`src/rtl/regfile_dump_reader_pkg.sv`:
```
// Shared encodings and default sizes for the register-file dump reader.
package regfile_dump_reader_pkg;

  localparam int unsigned WIDTH_DEF = 8;
  localparam int unsigned NREGS_DEF = 4;
  localparam int unsigned SELW_DEF  = 2;

  typedef enum logic [1:0] {
    ST_IDLE    = 2'd0,
    ST_CAPTURE = 2'd1,
    ST_SEND    = 2'd2
  } state_e;

endpackage

```
`src/rtl/regfile_dump_reader_if.sv`:
```
// Valid/ready beat stream carrying {addr, data, last} from the dump reader to its consumer.
interface regfile_dump_reader_if #(
  parameter int unsigned WIDTH = 8,
  parameter int unsigned SELW  = 2
);
  logic             out_valid;
  logic             out_ready;
  logic [SELW-1:0]  out_addr;
  logic [WIDTH-1:0] out_data;
  logic             out_last;

  modport master (output out_valid, output out_addr, output out_data, output out_last,
                  input  out_ready);
  modport slave  (input  out_valid, input  out_addr, input  out_data, input  out_last,
                  output out_ready);
endinterface

```
`src/rtl/regfile_dump_reader.sv`:
```
// Walks every register through one register_file read port and streams {addr,data}
// beats; blocks register_file writes while a dump is in flight so the dump is a snapshot.
module regfile_dump_reader
  import regfile_dump_reader_pkg::*;
#(
  parameter int unsigned WIDTH = WIDTH_DEF,
  parameter int unsigned NREGS = NREGS_DEF,
  parameter int unsigned SELW  = SELW_DEF
) (
  input  logic             clk,
  input  logic             reset,
  input  logic             start,
  output logic [SELW-1:0]  rd_sel,
  input  logic [WIDTH-1:0] rd_data,
  output logic             wr_block,
  output logic             busy,
  output logic             done,
  regfile_dump_reader_if.master out_if
);

  localparam logic [SELW-1:0] LAST_IDX = SELW'(NREGS - 1);

  state_e           state_q, state_d;
  logic [SELW-1:0]  idx_q, idx_d;
  logic             valid_q, valid_d;
  logic [SELW-1:0]  addr_q, addr_d;
  logic [WIDTH-1:0] data_q, data_d;
  logic             last_q, last_d;
  logic             busy_q, busy_d;
  logic             done_q, done_d;
  logic             hs;

  assign hs = (state_q == ST_SEND) && valid_q && out_if.out_ready;

  // State register
  always_ff @(posedge clk or negedge reset) begin
    if (!reset) state_q <= ST_IDLE;
    else        state_q <= state_d;
  end

  // Next-state logic
  always_comb begin
    state_d = state_q;
    case (state_q)
      ST_IDLE:    if (start) state_d = ST_CAPTURE;
      ST_CAPTURE: state_d = ST_SEND;
      ST_SEND:    if (hs) state_d = last_q ? ST_IDLE : ST_CAPTURE;
      default:    state_d = ST_IDLE;
    endcase
  end

  // Datapath next values; beat fields hold by default so SEND is stable under backpressure
  always_comb begin
    idx_d   = idx_q;
    valid_d = valid_q;
    addr_d  = addr_q;
    data_d  = data_q;
    last_d  = last_q;
    done_d  = 1'b0;
    busy_d  = (state_d != ST_IDLE);
    case (state_q)
      ST_IDLE: idx_d = '0;
      ST_CAPTURE: begin
        data_d  = rd_data;
        addr_d  = idx_q;
        last_d  = (idx_q == LAST_IDX);
        valid_d = 1'b1;
      end
      ST_SEND: begin
        if (hs) begin
          valid_d = 1'b0;
          if (last_q) begin
            done_d = 1'b1;
            idx_d  = '0;
          end else begin
            idx_d  = idx_q + SELW'(1);
          end
        end
      end
      default: idx_d = '0;
    endcase
  end

  always_ff @(posedge clk or negedge reset) begin
    if (!reset) begin
      idx_q   <= '0;
      valid_q <= 1'b0;
      addr_q  <= '0;
      data_q  <= '0;
      last_q  <= 1'b0;
      busy_q  <= 1'b0;
      done_q  <= 1'b0;
    end else begin
      idx_q   <= idx_d;
      valid_q <= valid_d;
      addr_q  <= addr_d;
      data_q  <= data_d;
      last_q  <= last_d;
      busy_q  <= busy_d;
      done_q  <= done_d;
    end
  end

  assign rd_sel           = idx_q;
  assign busy             = busy_q;
  assign wr_block         = busy_q;
  assign done             = done_q;
  assign out_if.out_valid = valid_q;
  assign out_if.out_addr  = addr_q;
  assign out_if.out_data  = data_q;
  assign out_if.out_last  = last_q;

endmodule
```
`src/flat_wrapper.sv`:
```
// flat-port wrapper written by rule: the top's interface ports become plain ports
module regfile_dump_reader_flat import regfile_dump_reader_pkg::*;
#(
  parameter int unsigned WIDTH = WIDTH_DEF,
  parameter int unsigned NREGS = NREGS_DEF,
  parameter int unsigned SELW  = SELW_DEF
)
  (clk, reset, start, rd_sel, rd_data, wr_block, busy, done, out_if_out_valid, out_if_out_addr, out_if_out_data, out_if_out_last, out_if_out_ready);
  regfile_dump_reader_if #(.WIDTH(WIDTH), .SELW(SELW)) out_if_i ();
  input  logic clk;
  input  logic reset;
  input  logic start;
  output logic [SELW-1:0] rd_sel;
  input  logic [WIDTH-1:0] rd_data;
  output logic wr_block;
  output logic busy;
  output logic done;
  output wire logic [$bits(out_if_i.out_valid)-1:0] out_if_out_valid;
  output wire logic [$bits(out_if_i.out_addr)-1:0] out_if_out_addr;
  output wire logic [$bits(out_if_i.out_data)-1:0] out_if_out_data;
  output wire logic [$bits(out_if_i.out_last)-1:0] out_if_out_last;
  input wire logic [$bits(out_if_i.out_ready)-1:0] out_if_out_ready;
  assign out_if_out_valid = out_if_i.out_valid;
  assign out_if_out_addr = out_if_i.out_addr;
  assign out_if_out_data = out_if_i.out_data;
  assign out_if_out_last = out_if_i.out_last;
  assign out_if_i.out_ready = out_if_out_ready;
  regfile_dump_reader #(.WIDTH(WIDTH), .NREGS(NREGS), .SELW(SELW)) u_core (.clk(clk), .reset(reset), .start(start), .rd_sel(rd_sel), .rd_data(rd_data), .wr_block(wr_block), .busy(busy), .done(done), .out_if(out_if_i));
endmodule
```
`config.mk`:
```
export PLATFORM = sky130hd
export DESIGN_NAME = regfile_dump_reader_flat
export DESIGN_NICKNAME = d
export VERILOG_FILES = /design/src/rtl/regfile_dump_reader_pkg.sv /design/src/rtl/regfile_dump_reader_if.sv /design/src/rtl/regfile_dump_reader.sv /design/src/flat_wrapper.sv
export SDC_FILE = /design/constraint.sdc
export NUM_CORES = 1
export LEC_CHECK = 0
export BUFFER_PORTS_ARGS = -buffer_cell sky130_fd_sc_hd__buf_2
export CELL_PAD_IN_SITES_DETAIL_PLACEMENT = 1
export CELL_PAD_IN_SITES_GLOBAL_PLACEMENT = 2
export CORE_MARGIN = 4
export CORE_UTILIZATION = 30
export CTS_CLUSTER_SIZE = 25
export DETAILED_ROUTE_END_ITERATION = 10
export HOLD_SLACK_MARGIN = 0.02
export PLACE_DENSITY = 0.72
export SLEW_MARGIN = 15
export SYNTH_ARGS = -nofsm -noshare
export SYNTH_HDL_FRONTEND = slang
export SYNTH_SLANG_ARGS = --single-unit
```
`constraint.sdc`:
```
create_clock -name clk -period 2 [get_ports clk]
set_clock_uncertainty 0.2 [all_clocks]
set_input_delay 0.3 -clock clk [delete_from_list [all_inputs] [get_ports clk]]
set_output_delay 0.3 -clock clk [all_outputs]
set_load 0.005 [all_outputs]
```
* After elaboration in Yosys (flattened, before gate mapping)
Cells that the tools add are included.
** Word-level totals
- Register bits after elaboration :: 18
- Latch bits :: 0
- RAM bits :: 0
- Bits in read-only memories :: 0
- Bits of input ports :: 12
- Output and inout bits :: 17
- Memories :: 0
** Operators by class
- Add/subtract/negate cells :: 1
- $mul :: 0
- Divide/modulo/power cells :: 0
- Order comparisons :: 0
- Eq/ne operators :: 4
- Shift-type cells :: 0
- Multiplexer cells :: 12
- Bitwise gates (word level) :: 1
- Reduce and logical (&&, ||, !) cells :: 7
** Operator list (number)
- 2-bit 2-to-1 mux :: 4
- 2-bit one-hot mux with 3 select lines :: 1
- 1-bit 2-to-1 mux :: 5
- 2-bit equality test (second input constant) :: 2
- 2-bit one-hot mux with 2 select lines :: 1
- 2-bit AND reduction :: 2
- 2-bit nonzero test :: 2
- 2-bit by 1-bit adder with 2-bit output (second input constant) :: 1
- 2-bit by 1-bit equality test with 1-bit output (second input constant) :: 1
- 1-bit logical AND :: 2
- 2-bit zero test :: 1
- 2-bit by 1-bit inequality test with 1-bit output (second input constant) :: 1
- 1-bit one-hot mux with 2 select lines :: 1
- 1-bit inverter :: 1

* Logic depth before layout (Yosys ltp)
- Depth after elaboration :: 6
- Mapped depth :: 4
- Mapped depth without buffers :: 3

* Worst setup path before layout
Ideal clock, no wire load.
- Path kind :: register to register
- From :: reg u_core.state_q[1]
- To :: reg u_core.idx_q[0] (netlist: u_core.rd_sel[0])
- Library setup time :: 0.125 ns
- Arrival time :: 1.086 ns
- Setup slack :: 0.589 ns
- Stages on the path, launching flop included :: 4
- Path buffers :: 0
- Path through :: dfrtp_1 and2b_4 a21oi_4 mux2_4
** Between the ends
- Longest elaborated chain between the ends :: 5
** Ends and longest elaborated chain
- start: declaration :: RTL line regfile_dump_reader.sv:23 : state_e state_q, state_d;
- start signal: assignment :: RTL line regfile_dump_reader.sv:38 : else state_q <= state_d;
- 2-bit equality test :: RTL line regfile_dump_reader.sv:33, regfile_dump_reader.sv:61
- 1-bit logical AND (2 in series) :: RTL line regfile_dump_reader.sv:33 : assign hs = (state_q == ST_SEND) && valid_q && out_if.out_ready;
- 2-bit by 1-bit inequality test with 1-bit output (no source line)
- 2-bit AND reduction (no source line)
- end signal: assignment :: RTL line regfile_dump_reader.sv:94 : idx_q <= idx_d;
- end: declaration :: RTL line regfile_dump_reader.sv:24 : logic [SELW-1:0] idx_q, idx_d;
Several ways; a longest one is shown, not always the timed one.
A chain may end at the register's enable or synchronous reset.

* Worst setup path in the final report
- From :: in out_if_out_ready
- To :: reg u_core.idx_q[0] (netlist: u_core.rd_sel[0])
** Between the ends
- Longest elaborated chain between the ends :: 3
** Ends and longest elaborated chain
- start: declaration :: RTL line flat_wrapper.sv:22 : input wire logic [$bits(out_if_i.out_ready)-1:0] out_if_out_ready;
- 1-bit logical AND :: RTL line regfile_dump_reader.sv:33
- 2-bit by 1-bit inequality test with 1-bit output (no source line)
- 2-bit AND reduction (no source line)
Every way passes these cells.

==> results.yml <==
floorplan:
  row_count: 17
  core_area_sq_um: 2280
  die_w_microns: 57.8
  dieArea_sq_um: 3340
  die_y_microns: 57.8
  ios: 29
  initial_core_util: 0.327
power_and_ir_drop:
  power_density_nw_per_um2: 1410
  power_frac_seq: 0.442
  clockPowerShare: 0.156
  switching_power_mw: 0.448
  ir_worst_vdd_mv: 0.698
  internal_power_mw: 0.969
  p_sw_frac: 0.316
  p_leak_nw: 0.513
  combPwrFrac: 0.402
global_routing:
  grt_pass1_vias: 612
  grt.overflow.total: 0
  track_usage: 0.112
  grt_max_degree: 19
  antenna_found_initial: 0
  grt_pass1_wl_microns: 2800
sta:
  relSlewSlack: 0.736
  finalWorstSetupSlack_ns: 0.432
  hold_ws_ns: 0.0414
  finalSetupViolCount: 0
  timing.setup.tns_ns: 0
  finalMaxSlewViolations: 0
  rsz0062_at_grt: "false"
  hold_violations: 0
  min_period_ns: 1.57
  worstMarginPinSlew_ns: 0.395
  finalCritPeriodShare: 0.784
  max_freq_mhz: 638
worst_setup_path:
  cp.required_ns: 1.98
  end_kind: "flop"
  arrival_ns: 1.55
  slowest_delay_ns: 0.52
  start_kind: "input port"
  critPathSlowestCell: "dlygate4sd3_1"
  r2r_setup_slack_ns: 0.49
  worst-path-max-fanout: 4
  crit_chain: "dlygate4sd3_1 -> buf_2 -> nand2_1 -> a21oi_4 -> mux2_4"
  reg2reg_depth: 2
  worst-setup-path-type: "in2reg"
drt:
  vias: 525
  via_per_inst: 4.65
  wire_per_inst_microns: 14.0
  wl_microns: 1590
  ant_nets: 0
  dr.pass1.iters: 1
  dr.first_iter.drc_count: 0
  route.detailed.drc: 0
cts:
  cts_inserted_buffers: 3
  clock_latency_ns: 0.29
  cts.sinks: 18
  cts_root_buf: "clkbuf_4"
  clk_pin_slew_ns: 0.10
  tritoncts: "yes"
  htreeDepth: 1
  post_cts_buffers: 0
  clk_path_buf_depth: 2
yosys:
  yosys_register_bits: 18
  ys_seq_area_frac: 0.605
  avgSynthCellArea_sq_um: 15.5
  synth_warnings: 0
  ys_types: 18
  netlist_area_sq_um: 744
  synth_fp_nets: 61
  syn_inst: 48
placement:
  place.gp.congestion: 0.717
  dp.cells: 102
  place_ws_ns: 0.490
  io_buffers: 28
  dp.final_hpwl_microns: 1160
run_status:
  status: "finished, final reports clean"
layout:
  layout_commonest_cell: "buf_2"
  ff_latch_area_sq_um: 450
  multiInputGateArea_sq_um: 272
  nFillCells: 256
  final_cells: 113
  fin_nets: 99
  final_cell_mix: "28 x buf_2, 18 x dfrtp_1, 11 x mux2_2"
  drive_above_1_share: 0.576
  area_growth_syn_to_layout_pct: 35.3
  num_antenna_cells: 0
min_path:
  hold-path-cell-count: 2
  hp-class: "in2reg"
flow_run:
  maxCapViolations: 0
repair_timing:
item	CTS	global route
endpoints found under the hold margin	22	2
hold buffers	5	2
resized for setup	0	0
power by group through the flow:
stage | combinational [mW] | sequential, mW | clock (mW)
5_1_grt | 0.629 | 0.652 | 0.254
6_report | 0.570 | 0.626 | 0.221
3_3_place_gp | 0.561 | 0.622 | 0
2_1_floorplan | 0.368 | 0.632 | 0
3_5_place_dp | 0.572 | 0.635 | 0
4_1_cts | 0.583 | 0.628 | 0.237
final cells by class:
type,count,area share
clock buffers,4,0.0360
inverters,1,0.00373
well taps,28,0.0348
multi-input cells,27,0.270
flip-flops and latches,18,0.447
repair buffers,35,0.209
metrics by stage:
step	utilization	total power, mW	instance area [sq um]
floorplan	-	1.00	744
global placement	0.396	1.18	901
detailed placement	0.396	1.21	901
CTS	0.434	1.45	987
global route	0.443	1.53	1010
finish	0.443	1.42	1010
worst paths after layout:
path / start / to
min reg2reg: u_core.state_q[0] / u_core.state_q[0]
max in group asynchronous: reset / u_core.out_if.out_valid
max reg2reg: u_core.state_q[1] / u_core.out_if.out_data[5]
min: rd_data[2] / u_core.out_if.out_data[2]
min in group asynchronous: reset / u_core.out_if.out_data[7]
max: out_if_out_ready / u_core.rd_sel[0]
layer usage:
layer / up-vias / GRT usage / routed length, microns
met5: - / 0 / 0
met4: 0 / 0.0596 / 10
met3: 2 / 0.0312 / 86
met2: 16 / 0.200 / 862
met1: 268 / 0.117 / 628
li1: 239 / - / -
worst max-delay path: cells and delay by family:
| kind | cells | cell delay, ns |
|---|---|---|
| buffers and inverters | 2 | 0.65 |
| multiplexers | 1 | 0.31 |
| AND/OR/NAND/NOR | 1 | 0.09 |
| AO/OA/AOI/OAI | 1 | 0.20 |
sequential cells by signal (all words and copies together), names as in the netlist:
name / count
u_core.busy: 1
u_core.done: 1
u_core.out_if.out_addr: 2
u_core.out_if.out_data: 8
u_core.out_if.out_last: 1
u_core.out_if.out_valid: 1
u_core.rd_sel: 2
u_core.state_q: 2
cell families after synthesis:
group | share of synthesized area
AND/OR/NAND/NOR | 0.106
multiplexers | 0.207
buffers and inverters | 0.0302
AO/OA/AOI/OAI | 0.0353
adder cells (fa/ha/maj) | 0.0168
flip-flops | 0.605
synth_stat cells, drive strengths merged:
master,number,area [sq um]
nand4b,1,8.76
mux2,13,154
and3b,1,8.76
inv,1,3.75
and2b,1,10.0
and4,1,10.0
nand2,1,3.75
nand2b,2,12.5
ha,1,12.5
a21oi,3,26.3
nor2,1,3.75
nor2b,1,13.8
buf,2,18.8
dfrtp,18,450
nor3b,1,7.51
No activity file was read; power rests on OpenSTA's default activity.
